File: src/rtl/processor_pkg.sv
// processor_pkg: shared BRISC pipeline constants, sequencer states and NOP control word
package processor_pkg;
  localparam int REG_ADDR_W = 4;
  localparam int PC_W = 8;
  typedef enum logic [2:0] {
    LOAD      = 3'd0,
    RUN       = 3'd1,
    STALL     = 3'd2,
    FLUSH     = 3'd3,
    STEP_WAIT = 3'd4
  } seq_state_t;
  typedef struct packed {
    logic reg_write;
    logic mem_write;
    logic jump;
    logic rd_a;
    logic rd_b;
  } ctrl_t;
  localparam ctrl_t NOP_CTRL = '0;
endpackage

File: src/rtl/pipeline_sequencer_if.sv
// pipeline_sequencer_if: datapath-to-sequencer control bundle
interface pipeline_sequencer_if #(
  parameter int REG_ADDR_W = processor_pkg::REG_ADDR_W,
  parameter int CNT_W = 16
);
  logic load_done, step_mode, step_btn, jump_en_E, reg_write_E, im_sel_D;
  logic [REG_ADDR_W-1:0] c_addr_E, a_addr_D, b_addr_D;
  logic pc_en, ir_en, ir_flush, dr_bubble, pipe_en, running;
  logic [2:0] state;
  logic [CNT_W-1:0] retired;
  modport master (
    output load_done, step_mode, step_btn, jump_en_E, reg_write_E, im_sel_D,
           c_addr_E, a_addr_D, b_addr_D,
    input  pc_en, ir_en, ir_flush, dr_bubble, pipe_en, running, state, retired
  );
  modport slave (
    input  load_done, step_mode, step_btn, jump_en_E, reg_write_E, im_sel_D,
           c_addr_E, a_addr_D, b_addr_D,
    output pc_en, ir_en, ir_flush, dr_bubble, pipe_en, running, state, retired
  );
endinterface

File: src/rtl/pipeline_sequencer_btn_edge_sync.sv
// btn_edge_sync: two-flop synchroniser with a rising-edge pulse from a third history flop
module btn_edge_sync (
  input  logic CLK,
  input  logic RST_N,
  input  logic btn,
  output logic rise
);
  logic [2:0] sync_q;
  always_ff @(posedge CLK or negedge RST_N)
    if (!RST_N) sync_q <= '0;
    else sync_q <= {sync_q[1:0], btn};
  assign rise = sync_q[1] & ~sync_q[2];
endmodule

File: src/rtl/pipeline_sequencer.sv
// pipeline_sequencer: load gating, hazard stall, jump flush, single-step and retire count for BRISC
module pipeline_sequencer
  import processor_pkg::*;
#(
  parameter int REG_ADDR_W = processor_pkg::REG_ADDR_W,
  parameter int CNT_W = 16
) (
  input logic CLK,
  input logic RST_N,
  pipeline_sequencer_if.slave bus
);
  seq_state_t state_q, state_d;
  logic v_d, v_e, v_w, rise, jump, hazard, live, load_out, running_q;
  logic pc_en, ir_en, ir_flush, dr_bubble, pipe_en;
  logic [REG_ADDR_W-1:0] a_addr, b_addr, c_addr;
  logic [CNT_W-1:0] retired_q;
  assign a_addr = bus.a_addr_D;
  assign b_addr = bus.b_addr_D;
  assign c_addr = bus.c_addr_E;
  btn_edge_sync u_sync (.CLK(CLK), .RST_N(RST_N), .btn(bus.step_btn), .rise(rise));
  assign jump = bus.jump_en_E & v_e;
  assign hazard = bus.reg_write_E & v_e & (((a_addr == c_addr) & !bus.im_sel_D) | (b_addr == c_addr));
  assign live = bus.load_done & (state_q inside {RUN, STALL, FLUSH});
  assign load_out = !bus.load_done | (state_q == LOAD);
  always_ff @(posedge CLK or negedge RST_N)
    if (!RST_N) begin
      state_q <= LOAD;
      running_q <= 1'b0;
    end else begin
      state_q <= state_d;
      running_q <= state_d inside {RUN, STALL, FLUSH};
    end
  always_comb
    state_d = !bus.load_done ? LOAD :
              state_q == LOAD ? RUN :
              state_q == STEP_WAIT ? ((rise | !bus.step_mode) ? RUN : STEP_WAIT) :
              jump ? FLUSH : hazard ? STALL : bus.step_mode ? STEP_WAIT : RUN;
  // jump wins over hazard: the hazarding instruction is being flushed anyway
  always_comb begin
    pc_en = live & (jump | !hazard);
    ir_en = pc_en;
    ir_flush = load_out | (live & jump);
    dr_bubble = load_out | (live & (jump | hazard));
    pipe_en = live;
  end
  // a stalled IR keeps its instruction, so v_d holds when ir_en is low
  always_ff @(posedge CLK or negedge RST_N)
    if (!RST_N) begin
      {v_d, v_e, v_w} <= '0;
      retired_q <= '0;
    end else if (!bus.load_done) begin
      {v_d, v_e, v_w} <= '0;
    end else if (pipe_en) begin
      v_d <= !ir_flush & (ir_en | v_d);
      v_e <= v_d & !dr_bubble;
      v_w <= v_e;
      retired_q <= retired_q + CNT_W'(v_w);
    end
  assign bus.pc_en = pc_en;
  assign bus.ir_en = ir_en;
  assign bus.ir_flush = ir_flush;
  assign bus.dr_bubble = dr_bubble;
  assign bus.pipe_en = pipe_en;
  assign bus.running = running_q;
  assign bus.state = state_q;
  assign bus.retired = retired_q;
endmodule
File: src/flat_wrapper.sv
// flat-port wrapper written by rule: the top's interface ports become plain ports
module pipeline_sequencer_flat import processor_pkg::*;
#(
  parameter int REG_ADDR_W = processor_pkg::REG_ADDR_W,
  parameter int CNT_W = 16
)
  (CLK, RST_N, bus_load_done, bus_step_mode, bus_step_btn, bus_jump_en_E, bus_reg_write_E, bus_im_sel_D, bus_c_addr_E, bus_a_addr_D, bus_b_addr_D, bus_pc_en, bus_ir_en, bus_ir_flush, bus_dr_bubble, bus_pipe_en, bus_running, bus_state, bus_retired);
  pipeline_sequencer_if #(.REG_ADDR_W(REG_ADDR_W), .CNT_W(CNT_W)) bus_i ();
  input logic CLK;
  input logic RST_N;
  input wire logic [$bits(bus_i.load_done)-1:0] bus_load_done;
  input wire logic [$bits(bus_i.step_mode)-1:0] bus_step_mode;
  input wire logic [$bits(bus_i.step_btn)-1:0] bus_step_btn;
  input wire logic [$bits(bus_i.jump_en_E)-1:0] bus_jump_en_E;
  input wire logic [$bits(bus_i.reg_write_E)-1:0] bus_reg_write_E;
  input wire logic [$bits(bus_i.im_sel_D)-1:0] bus_im_sel_D;
  input wire logic [$bits(bus_i.c_addr_E)-1:0] bus_c_addr_E;
  input wire logic [$bits(bus_i.a_addr_D)-1:0] bus_a_addr_D;
  input wire logic [$bits(bus_i.b_addr_D)-1:0] bus_b_addr_D;
  output wire logic [$bits(bus_i.pc_en)-1:0] bus_pc_en;
  output wire logic [$bits(bus_i.ir_en)-1:0] bus_ir_en;
  output wire logic [$bits(bus_i.ir_flush)-1:0] bus_ir_flush;
  output wire logic [$bits(bus_i.dr_bubble)-1:0] bus_dr_bubble;
  output wire logic [$bits(bus_i.pipe_en)-1:0] bus_pipe_en;
  output wire logic [$bits(bus_i.running)-1:0] bus_running;
  output wire logic [$bits(bus_i.state)-1:0] bus_state;
  output wire logic [$bits(bus_i.retired)-1:0] bus_retired;
  assign bus_i.load_done = bus_load_done;
  assign bus_i.step_mode = bus_step_mode;
  assign bus_i.step_btn = bus_step_btn;
  assign bus_i.jump_en_E = bus_jump_en_E;
  assign bus_i.reg_write_E = bus_reg_write_E;
  assign bus_i.im_sel_D = bus_im_sel_D;
  assign bus_i.c_addr_E = bus_c_addr_E;
  assign bus_i.a_addr_D = bus_a_addr_D;
  assign bus_i.b_addr_D = bus_b_addr_D;
  assign bus_pc_en = bus_i.pc_en;
  assign bus_ir_en = bus_i.ir_en;
  assign bus_ir_flush = bus_i.ir_flush;
  assign bus_dr_bubble = bus_i.dr_bubble;
  assign bus_pipe_en = bus_i.pipe_en;
  assign bus_running = bus_i.running;
  assign bus_state = bus_i.state;
  assign bus_retired = bus_i.retired;
  pipeline_sequencer #(.REG_ADDR_W(REG_ADDR_W), .CNT_W(CNT_W)) u_core (.CLK(CLK), .RST_N(RST_N), .bus(bus_i));
endmodule
File: config.mk
export PLATFORM = sky130hd
export DESIGN_NAME = pipeline_sequencer_flat
export DESIGN_NICKNAME = d
export VERILOG_FILES = /design/src/rtl/processor_pkg.sv /design/src/rtl/pipeline_sequencer_if.sv /design/src/rtl/pipeline_sequencer_btn_edge_sync.sv /design/src/rtl/pipeline_sequencer.sv /design/src/flat_wrapper.sv
export SDC_FILE = /design/constraint.sdc
export NUM_CORES = 1
export LEC_CHECK = 0
export ABC_AREA = 1
export ABC_CLOCK_PERIOD_IN_PS = 2290
export BUFFER_PORTS_ARGS = -buffer_cell sky130_fd_sc_hd__buf_2
export CORE_ASPECT_RATIO = 1.1
export CORE_MARGIN = 2
export CORE_UTILIZATION = 56
export CTS_BUF_LIST = sky130_fd_sc_hd__clkbuf_2
export DETAILED_ROUTE_END_ITERATION = 7
export GPL_ROUTABILITY_DRIVEN = 0
export GPL_TIMING_DRIVEN = 0
export PLACE_DENSITY = 0.86
export SETUP_SLACK_MARGIN = 0.02
export SYNTH_ARGS = -nofsm -noshare
export SYNTH_HDL_FRONTEND = slang
export SYNTH_HIERARCHICAL = 1
export SYNTH_SLANG_ARGS = --single-unit
File: constraint.sdc
create_clock -name CLK -period 2.29 [get_ports CLK]
set_input_delay 0.229 -clock CLK [delete_from_list [all_inputs] [get_ports CLK]]
set_output_delay 0.229 -clock CLK [all_outputs]
set_load 0.03 [all_outputs]
Word level (Yosys, flattened, before mapping). Cells that the tools add are included.

$add $sub $neg: 1. Shift-type cells: 0. Muxes and demuxes: 13. Equal/unequal tests: 10. Multiply operators: 0. Divide/modulo/power cells: 0. Order comparisons: 0. Bitwise gates (word level): 20. Reductions and logical operators: 10.

Operator list (number): 2-to-1 mux 3 bit (7); adder 16 x 1 -> 16 bit (1); equality test 3 x 2 -> 1 bit (second input constant) (4); AND 1 bit (11); equality test 4 bit (2); bitwise OR 1 bit (8); equality test 3 x 1 -> 1 bit (second input constant) (2); zero test 1 bit (6); 2-to-1 mux 1 bit (6); nonzero test 3 bit (2); equality test 3 bit (second input constant) (1); zero test 3 bit (1); != test 2 x 1 -> 1 bit (second input constant) (1); AND reduction 2 bit (1); NOT 1 bit (1).

ROM bits: 0. Flip-flop bits (word level): 26. Word-level logic and storage cells: 61. Bits in writable memories: 0. Input bits: 20. Memories: 0. Output and inout bits: 25. Latch bits: 0.

Longest topological paths before layout. Gate-level depths: netlist (run 1).

Word-level depth: 11. Mapped depth: 11. Gate-level depth less buffers: 11.

Hierarchy. The synthesis (run 1) kept the hierarchy.

By module, submodules not included: pipeline_sequencer (times used 1, sequential area each 575.6 um2, cells each 172, area an instance 1352.5 um2); btn_edge_sync (times used 1, sequential area each 75.1 um2, cells each 5, area an instance 85.1 um2).

Least setup slack after synthesis (run 1). OpenSTA, ideal clock, no wires.

Path kind: register to output. Start: reg u_core.state_q[0], in the netlist u_core/bus.state[0]. End: out bus_pc_en. Data required time: 2.061 ns. Arrival time: 1.622 ns. Stages on the path, launching flop included: 8. Path buffers: 1. Path slack: 0.439 ns. Path through: dfrtp_1 -> inv_2 -> nand2_2 -> nand3_4 -> clkinv_1 -> nand2_1 -> inv_1 -> buf_4.

Longest elaborated chain between the ends: 4. Elaborated cells between the ends (all ways): 6. Classes of those cells: 3 x eq/ne; 2 x bitwise; 1 x reduce/logical.

Ends and longest elaborated chain: from (decl) (RTL line pipeline_sequencer.sv:12) `seq_state_t state_q, state_d;`; from (signal assigned) (RTL line pipeline_sequencer.sv:30) `state_q <= state_d;`; equality test 3 x 1 -> 1 bit / equality test 3 x 2 -> 1 bit (equally long branches) (RTL line pipeline_sequencer.sv:23) `assign live = bus.load_done & (state_q inside {RUN, STALL, FLUSH});`; nonzero test 3 bit (*) (RTL line pipeline_sequencer.sv:23); AND 1 bit (*) (RTL line pipeline_sequencer.sv:23); named net bus_pipe_en (RTL line flat_wrapper.sv:24) `output wire logic [$bits(bus_i.pipe_en)-1:0] bus_pipe_en;`; AND 1 bit (*) (RTL line pipeline_sequencer.sv:40) `pc_en = live & (jump | !hazard);`; to (decl) (RTL line flat_wrapper.sv:20) `output wire logic [$bits(bus_i.pc_en)-1:0] bus_pc_en;`.

The timed path passes the listed nets; every way through them passes the cells marked *.

Final worst setup path (run 1).
Start: reg u_core.state_q[0], in the netlist u_core/bus.state[0]. End: out bus_pc_en.

Longest elaborated chain between the ends: 4. Elaborated cells between the ends (all ways): 6. Classes of those cells: 3 x eq/ne; 2 x bitwise; 1 x reduce/logical.

Ends and longest elaborated chain (RTL line): equality test 3 x 1 -> 1 bit / equality test 3 x 2 -> 1 bit (equally long branches) (pipeline_sequencer.sv:23); nonzero test 3 bit (*) (pipeline_sequencer.sv:23); AND 1 bit (*) (pipeline_sequencer.sv:23); AND 1 bit (*) (pipeline_sequencer.sv:40).

Every way passes the cells marked *; elsewhere a longest branch is shown, timed or not.

==> results of run 1 <==
tightest hold or removal path, stage by stage:
cell	delay (ns)
buf_2	0.14
nand2_1	0.09
inv_1	0.04
cell usage after synthesis:
master | instances | share of area, %
nand2_4 | 2 | 1.6
and3_1 | 1 | 0.44
ha_1 | 2 | 1.7
nor2_2 | 4 | 1.7
a22o_1 | 1 | 0.61
nand3_1 | 10 | 3.5
a21oi_1 | 1 | 0.35
nor2_1 | 13 | 3.4
xnor2_1 | 6 | 3.7
nor2_8 | 1 | 1.4
nand2_1 | 50 | 13
o21ai_1 | 1 | 0.35
inv_1 | 28 | 7.3
dfrtp_1 | 26 | 45
nand2_2 | 3 | 1.3
nor2_4 | 3 | 2.3
nand3_4 | 1 | 1.2
xor2_1 | 9 | 5.5
nand4_1 | 2 | 0.87
buf_4 | 1 | 0.52
inv_2 | 3 | 0.78
nor3_1 | 2 | 0.70
o21ai_0 | 5 | 1.7
clkinv_1 | 1 | 0.26
a31oi_1 | 1 | 0.44
per-stage QoR:
stage | instances | hold slack (ns) | utilization [%] | worst slack [ns]
finish | 258 | 0.166 | 71.3 | 0.328
global route | 258 | 0.0990 | 71.3 | 0.0992
CTS | 258 | 0.148 | 71.3 | 0.302
detailed placement | 252 | 0.250 | 68.6 | 0.720
global placement | 252 | 0.250 | 68.6 | 0.736
floorplan | 177 | -0.0666 | - | 0.439
logic make-up (layout without fill, tap and decap cells):
| kind of cell | after synthesis | count (layout) | share of synthesized area, % |
|---|---|---|---|
| buf+inv | 33 | 83 | 8.88 |
| xor+xnor | 15 | 15 | 9.14 |
| fa+ha+maj | 2 | 2 | 1.74 |
| compound gates | 9 | 9 | 3.48 |
| simple gates | 92 | 92 | 31.5 |
| flops | 26 | 26 | 45.3 |
sequential cells by signal (all words and copies together), names as in the netlist:
signal / count
u_core/bus.state: 3
u_core/u_sync/sync_q: 3
u_core/v_d: 1
u_core/v_w: 1
u_core/v_e: 1
u_core/bus.retired: 16
u_core/bus.running: 1
final cells by class:
cell class	count	area (sq um)
fill	228	711
multi-input combinational	118	659
sequential	26	651
timing repair buffer	46	240
inverter	32	120
tap	31	38.8
clock inverter	1	30.0
clock buffer	3	15.0
buffer	1	7.51
layer usage:
metal	global-route usage, %	part of all wire [%]
met1	24.4	46
met4	4.76	0.39
met2	34.1	48
met3	3.93	6.2
met5	0	0
power breakdown:
part	leakage [nW]	switching, mW	internal, mW	total [mW]
registers	0.349	0.0185	0.486	0.504
logic	0.748	0.140	0.0674	0.208
clock network	0.0266	0.130	0.150	0.280
total	1.12	0.288	0.704	0.992
worst min path at each step:
stage,startpoint,to,slack [ns]
global route,bus_load_done,u_core/bus.state[0],0.1
floorplan,RST_N,u_core/bus.retired[0],-0.07
finish,bus_load_done,u_core/bus.state[0],0.17
detailed placement,RST_N,u_core/bus.retired[6],0.25
global placement,RST_N,u_core/bus.retired[5],0.25
CTS,bus_load_done,u_core/bus.state[0],0.15
cells in the final DEF (no fill, tap or decap):
cell / instances
nor3_1: 2
o21ai_0: 5
o21ai_1: 1
nand2_2: 3
bufinv_16: 1
inv_2: 3
buf_4: 1
nand4_1: 2
clkbuf_2: 3
xor2_1: 9
buf_2: 44
a22o_1: 1
dfrtp_1: 26
nor2_8: 1
nand3_4: 1
nor2_1: 13
nand2_4: 2
nand3_1: 10
nor2_2: 4
xnor2_1: 6
nor2_4: 3
dlygate4sd3_1: 2
a21oi_1: 1
a31oi_1: 1
nand2_1: 50
clkinv_1: 1
and3_1: 1
ha_1: 2
inv_1: 28
repair_timing:
| action | in CTS | in global routing |
|---|---|---|
| endpoints found under the hold margin | 27 | 0 |
| gates resized for setup | 0 | 0 |
| buffers inserted | 0 | 0 |
| hold buffers | 2 | 0 |
==> flow_summary.json, run 1 <==
{
  "worst_pin_slew_ns": 0.554,
  "fin_crit_ns": 1.96,
  "antenna_cells": 0,
  "avgSynthCellArea_sq_um": 8.12,
  "dpl_cell_area_sq_um": 1700,
  "antenna_found_initial": 0,
  "worstSkewPairLatency_ns": 0.33,
  "rsz0062_at_grt": "no",
  "track_usage_pct": 19.5,
  "r2r_end": "u_core/bus.retired[13]",
  "hold_viol": 0,
  "worstPathCellList": "inv_2 -> nand2_2 -> nand3_4 -> clkinv_1 -> nand2_1 -> inv_1 -> buf_4 -> buf_2",
  "slew_headroom_pct": 63.1,
  "die_w_microns": 52.3,
  "path_buf_inv": 5,
  "cts_buffer_depth": 2,
  "finalSetupViolations": 0,
  "ios": 45,
  "drc_errors": 0,
  "hold_class": "in2reg",
  "drt_pass1_iterations": 4,
  "seq_area_frac_synth_pct": 45.3,
  "numPortBuffers": 44,
  "syn_nets": 199,
  "drive_gt1_share_pct": 29.1,
  "coreArea_sq_um": 2470,
  "start_kind": "register",
  "postLayoutCellArea_sq_um": 1760,
  "ant_nets": 0,
  "drt-total-wl_mm": 2.59,
  "whs_path_depth": 3,
  "cpMaxStageDelayCell": "dfrtp_1",
  "final_max_slew_viol_count": 0,
  "htreeDepth": 1,
  "worstReg2RegStart": "u_core/bus.retired[0]",
  "synthToLayoutAreaGrowth_pct": 22.5,
  "grt_pass1_wl_mm": 4.47,
  "report.power.total_mw": 0.992,
  "dp_hpwl_mm": 2.07,
  "overflow": 0,
  "netlist_instances": 177,
  "yosysWarnings": 6,
  "outcome": "finished clean",
  "startpoint": "u_core/bus.state[0]",
  "setup.worst_path.end": "bus_pc_en",
  "grt_max_degree": 27,
  "syn_area_sq_um": 1440,
  "initial_core_util_pct": 58.1,
  "critPathMaxFanout": 9,
  "grt_pass1_vias": 1122,
  "regToRegSetupSlack_ns": 0.74,
  "tns_ns": 0,
  "ir_worst_vdd_mv": 0.388,
  "cts_sinks": 26,
  "dieArea_sq_um": 2990,
  "via_per_inst": 4.74,
  "die_y_microns": 57.1,
  "cts_buffers": 3,
  "rows": 19,
  "maxCapViolCount": 0,
  "drtIter0Drc": 9,
  "power_leakage_nw": 1.12,
  "cts_tree": "built",
  "vias": 1223,
  "worst-setup-path-type": "reg2out",
  "fmax_ghz": 0.510,
  "r2r_cells": 8,
  "slowest_delay_ns": 0.44,
  "path_clk_slew_ns": 0.23,
  "required_ns": 2.06,
  "p_per_area_nw_per_um2": 563,
  "worst-path-stages": 8,
  "crit_path_end_kind": "output port",
  "critPathArrivalTime_ns": 1.73,
  "cts_root_buf": "clkbuf_2",
  "ys_seq_elements": 26,
  "final_nets": 250,
  "ys_types": 25,
  "clock_skew_ns": 0.00305,
  "wire_per_inst_microns": 10.0,
  "cpLargestDelayFamily": "buffers and inverters",
  "period_share_pct": 85.7
}
No activity file was read; power rests on OpenSTA's default activity.
==> inputs of run 2 (changes only) <==
--- a/config.mk
+++ b/config.mk
@@ -10,12 +10,12 @@
 export BUFFER_PORTS_ARGS = -buffer_cell sky130_fd_sc_hd__buf_2
 export CORE_ASPECT_RATIO = 1.1
 export CORE_MARGIN = 2
-export CORE_UTILIZATION = 56
+export CORE_UTILIZATION = 40
 export CTS_BUF_LIST = sky130_fd_sc_hd__clkbuf_2
 export DETAILED_ROUTE_END_ITERATION = 7
 export GPL_ROUTABILITY_DRIVEN = 0
 export GPL_TIMING_DRIVEN = 0
-export PLACE_DENSITY = 0.86
+export PLACE_DENSITY = 0.65
 export SETUP_SLACK_MARGIN = 0.02
 export SYNTH_ARGS = -nofsm -noshare
 export SYNTH_HDL_FRONTEND = slang
==> flow_summary.json, run 2 (synthesis results as in run 1) <==
{
  "drive_gt1_share_pct": 28.8,
  "p_switching_mw": 0.272,
  "grtUsageMet3_pct": 2.72,
  "worst_pin_slew_ns": 0.554,
  "final_nets": 250,
  "ir_worst_vdd_mv": 0.266,
  "synthToLayoutAreaGrowth_pct": 21.9,
  "antenna_cells": 0,
  "post_cts.repair.setup_buffers": 0,
  "track_usage_pct": 14.8,
  "grt_max_degree": 27,
  "ios": 45,
  "via_per_inst": 4.36,
  "rsz0062_at_grt": "no",
  "cpMaxStageDelayCell": "dfrtp_1",
  "tns_ns": 0,
  "start_kind": "register",
  "path_clk_slew_ns": 0.20,
  "p_per_area_nw_per_um2": 491,
  "worstSkewPairLatency_ns": 0.32,
  "grt_pass1_vias": 1153,
  "dieArea_sq_um": 4090,
  "cpLargestDelayFamily": "buffers and inverters",
  "crit_path_end_kind": "output port",
  "fmax_ghz": 0.509,
  "overflow": 0,
  "cts_buffers": 3,
  "grt-busiest-layer": "met2",
  "dp_hpwl_mm": 2.12,
  "required_ns": 2.06,
  "grt_pass1_wl_mm": 4.62,
  "finalSetupViolations": 0,
  "worstPathCellList": "inv_2 -> nand2_2 -> nand3_4 -> clkinv_1 -> nand2_1 -> inv_1 -> buf_4 -> buf_2",
  "dp_slack_ns": 0.689,
  "final_common_cell": "nand2_1",
  "slew_headroom_pct": 63.0,
  "worst-setup-path-type": "reg2out",
  "grt.met2_usage_pct": 26.3,
  "comb_power_share_pct": 23.9,
  "final_max_slew_viol_count": 0,
  "drtIter0Drc": 21,
  "report.power.total_mw": 0.861,
  "seqPwrFrac_pct": 58.4,
  "htreeDepth": 1,
  "outcome": "finished clean",
  "power_switching_share_pct": 31.6,
  "path_buf_inv": 5,
  "dpl_cell_area_sq_um": 1720,
  "cts_root_buf": "clkbuf_2",
  "initial_core_util_pct": 42.5,
  "vias": 1194,
  "drc_errors": 0,
  "place_inst": 269,
  "largest_reg_flops": 16,
  "period_share_pct": 85.7,
  "power_frac_clock_pct": 17.7,
  "use_met1_pct": 17.5,
  "cts_sinks": 26,
  "drt-total-wl_mm": 2.56,
  "critPathArrivalTime_ns": 1.73,
  "antenna_found_initial": 0,
  "critPathMaxFanout": 9,
  "ant_nets": 0,
  "drt_pass1_iterations": 4,
  "die_y_microns": 66.9,
  "cell_internal_pwr_mw": 0.589,
  "hold_class": "in2reg",
  "wire_per_inst_microns": 9.35,
  "final_cell_mix": "nand2_1 (50), buf_2 (44), inv_1 (28), dfrtp_1 (26), nor2_1 (13)",
  "maxCapViolCount": 0,
  "rows": 22,
  "fin_crit_ns": 1.96,
  "cts_tree": "built",
  "worst_slack_ns": 0.327,
  "slowest_delay_ns": 0.44,
  "ctsResizeCount": 0,
  "cts_buffer_depth": 2,
  "hold_viol": 0,
  "coreArea_sq_um": 3390,
  "postLayoutCellArea_sq_um": 1750,
  "die_w_microns": 61.2,
  "clock_skew_ns": 0.00244,
  "numPortBuffers": 44,
  "power_leakage_nw": 1.11,
  "stdcell_count": 274
}
## run 2: cell type report
class                   instances  area, sq um
inverters                      32          120
well taps                      48         60.1
flip-flops and latches         26          651
fillers                       359         1630
clock buffers                   3         15.0
plain buffers                   1         7.51
repair buffers                 46          240
multi-input cells             118          659
## run 2: worst paths after layout
path,startpoint,endpoint,slack (ns),cells past startpoint
min in group asynchronous,RST_N,u_core/bus.retired[5],0.38,2
worst min register to register,u_core/u_sync/sync_q[0],u_core/u_sync/sync_q[1],0.38,0
worst max register to register,u_core/bus.retired[0],u_core/bus.retired[11],0.77,8
max in group asynchronous,RST_N,u_core/bus.retired[9],1.55,2
worst min-delay path,bus_load_done,u_core/bus.state[0],0.17,3
worst max-delay path,u_core/bus.state[0],bus_pc_en,0.33,8
## run 2: tightest hold or removal path: stages
cell and delay [ns]:
buf_2 0.14, nand2_1 0.08, inv_1 0.04
## run 2: power groups by stage
| stage | clock network, mW | registers (mW) | logic, mW |
|---|---|---|---|
| after floorplan | 0 | 0.551 | 0.0947 |
| after CTS | 0.166 | 0.504 | 0.210 |
| final | 0.153 | 0.503 | 0.205 |
| after global placement | 0 | 0.512 | 0.205 |
| after global routing | 0.186 | 0.509 | 0.232 |
| after detailed placement | 0 | 0.511 | 0.208 |
## run 2: stage by stage
step / hold slack (ns) / util, %
2_1_floorplan: -0.0666 / -
3_3_place_gp: 0.260 / 50.7
3_5_place_dp: 0.266 / 50.7
4_1_cts: 0.153 / 51.8
5_1_grt: 0.141 / 51.8
6_report: 0.168 / 51.8
## run 2: routing by layer
| layer | vias up | wire length, microns |
|---|---|---|
| met5 | - | 0 |
| met1 | 525 | 1110 |
| met3 | 4 | 197 |
| li1 | 634 | - |
| met4 | 0 | 33 |
| met2 | 31 | 1230 |
## run 2: repair_timing
| item | in CTS | in global routing |
|---|---|---|
| hold endpoints to repair | 27 | 0 |
| hold buffers | 2 | 0 |
| endpoints found under the setup margin | 0 | 0 |
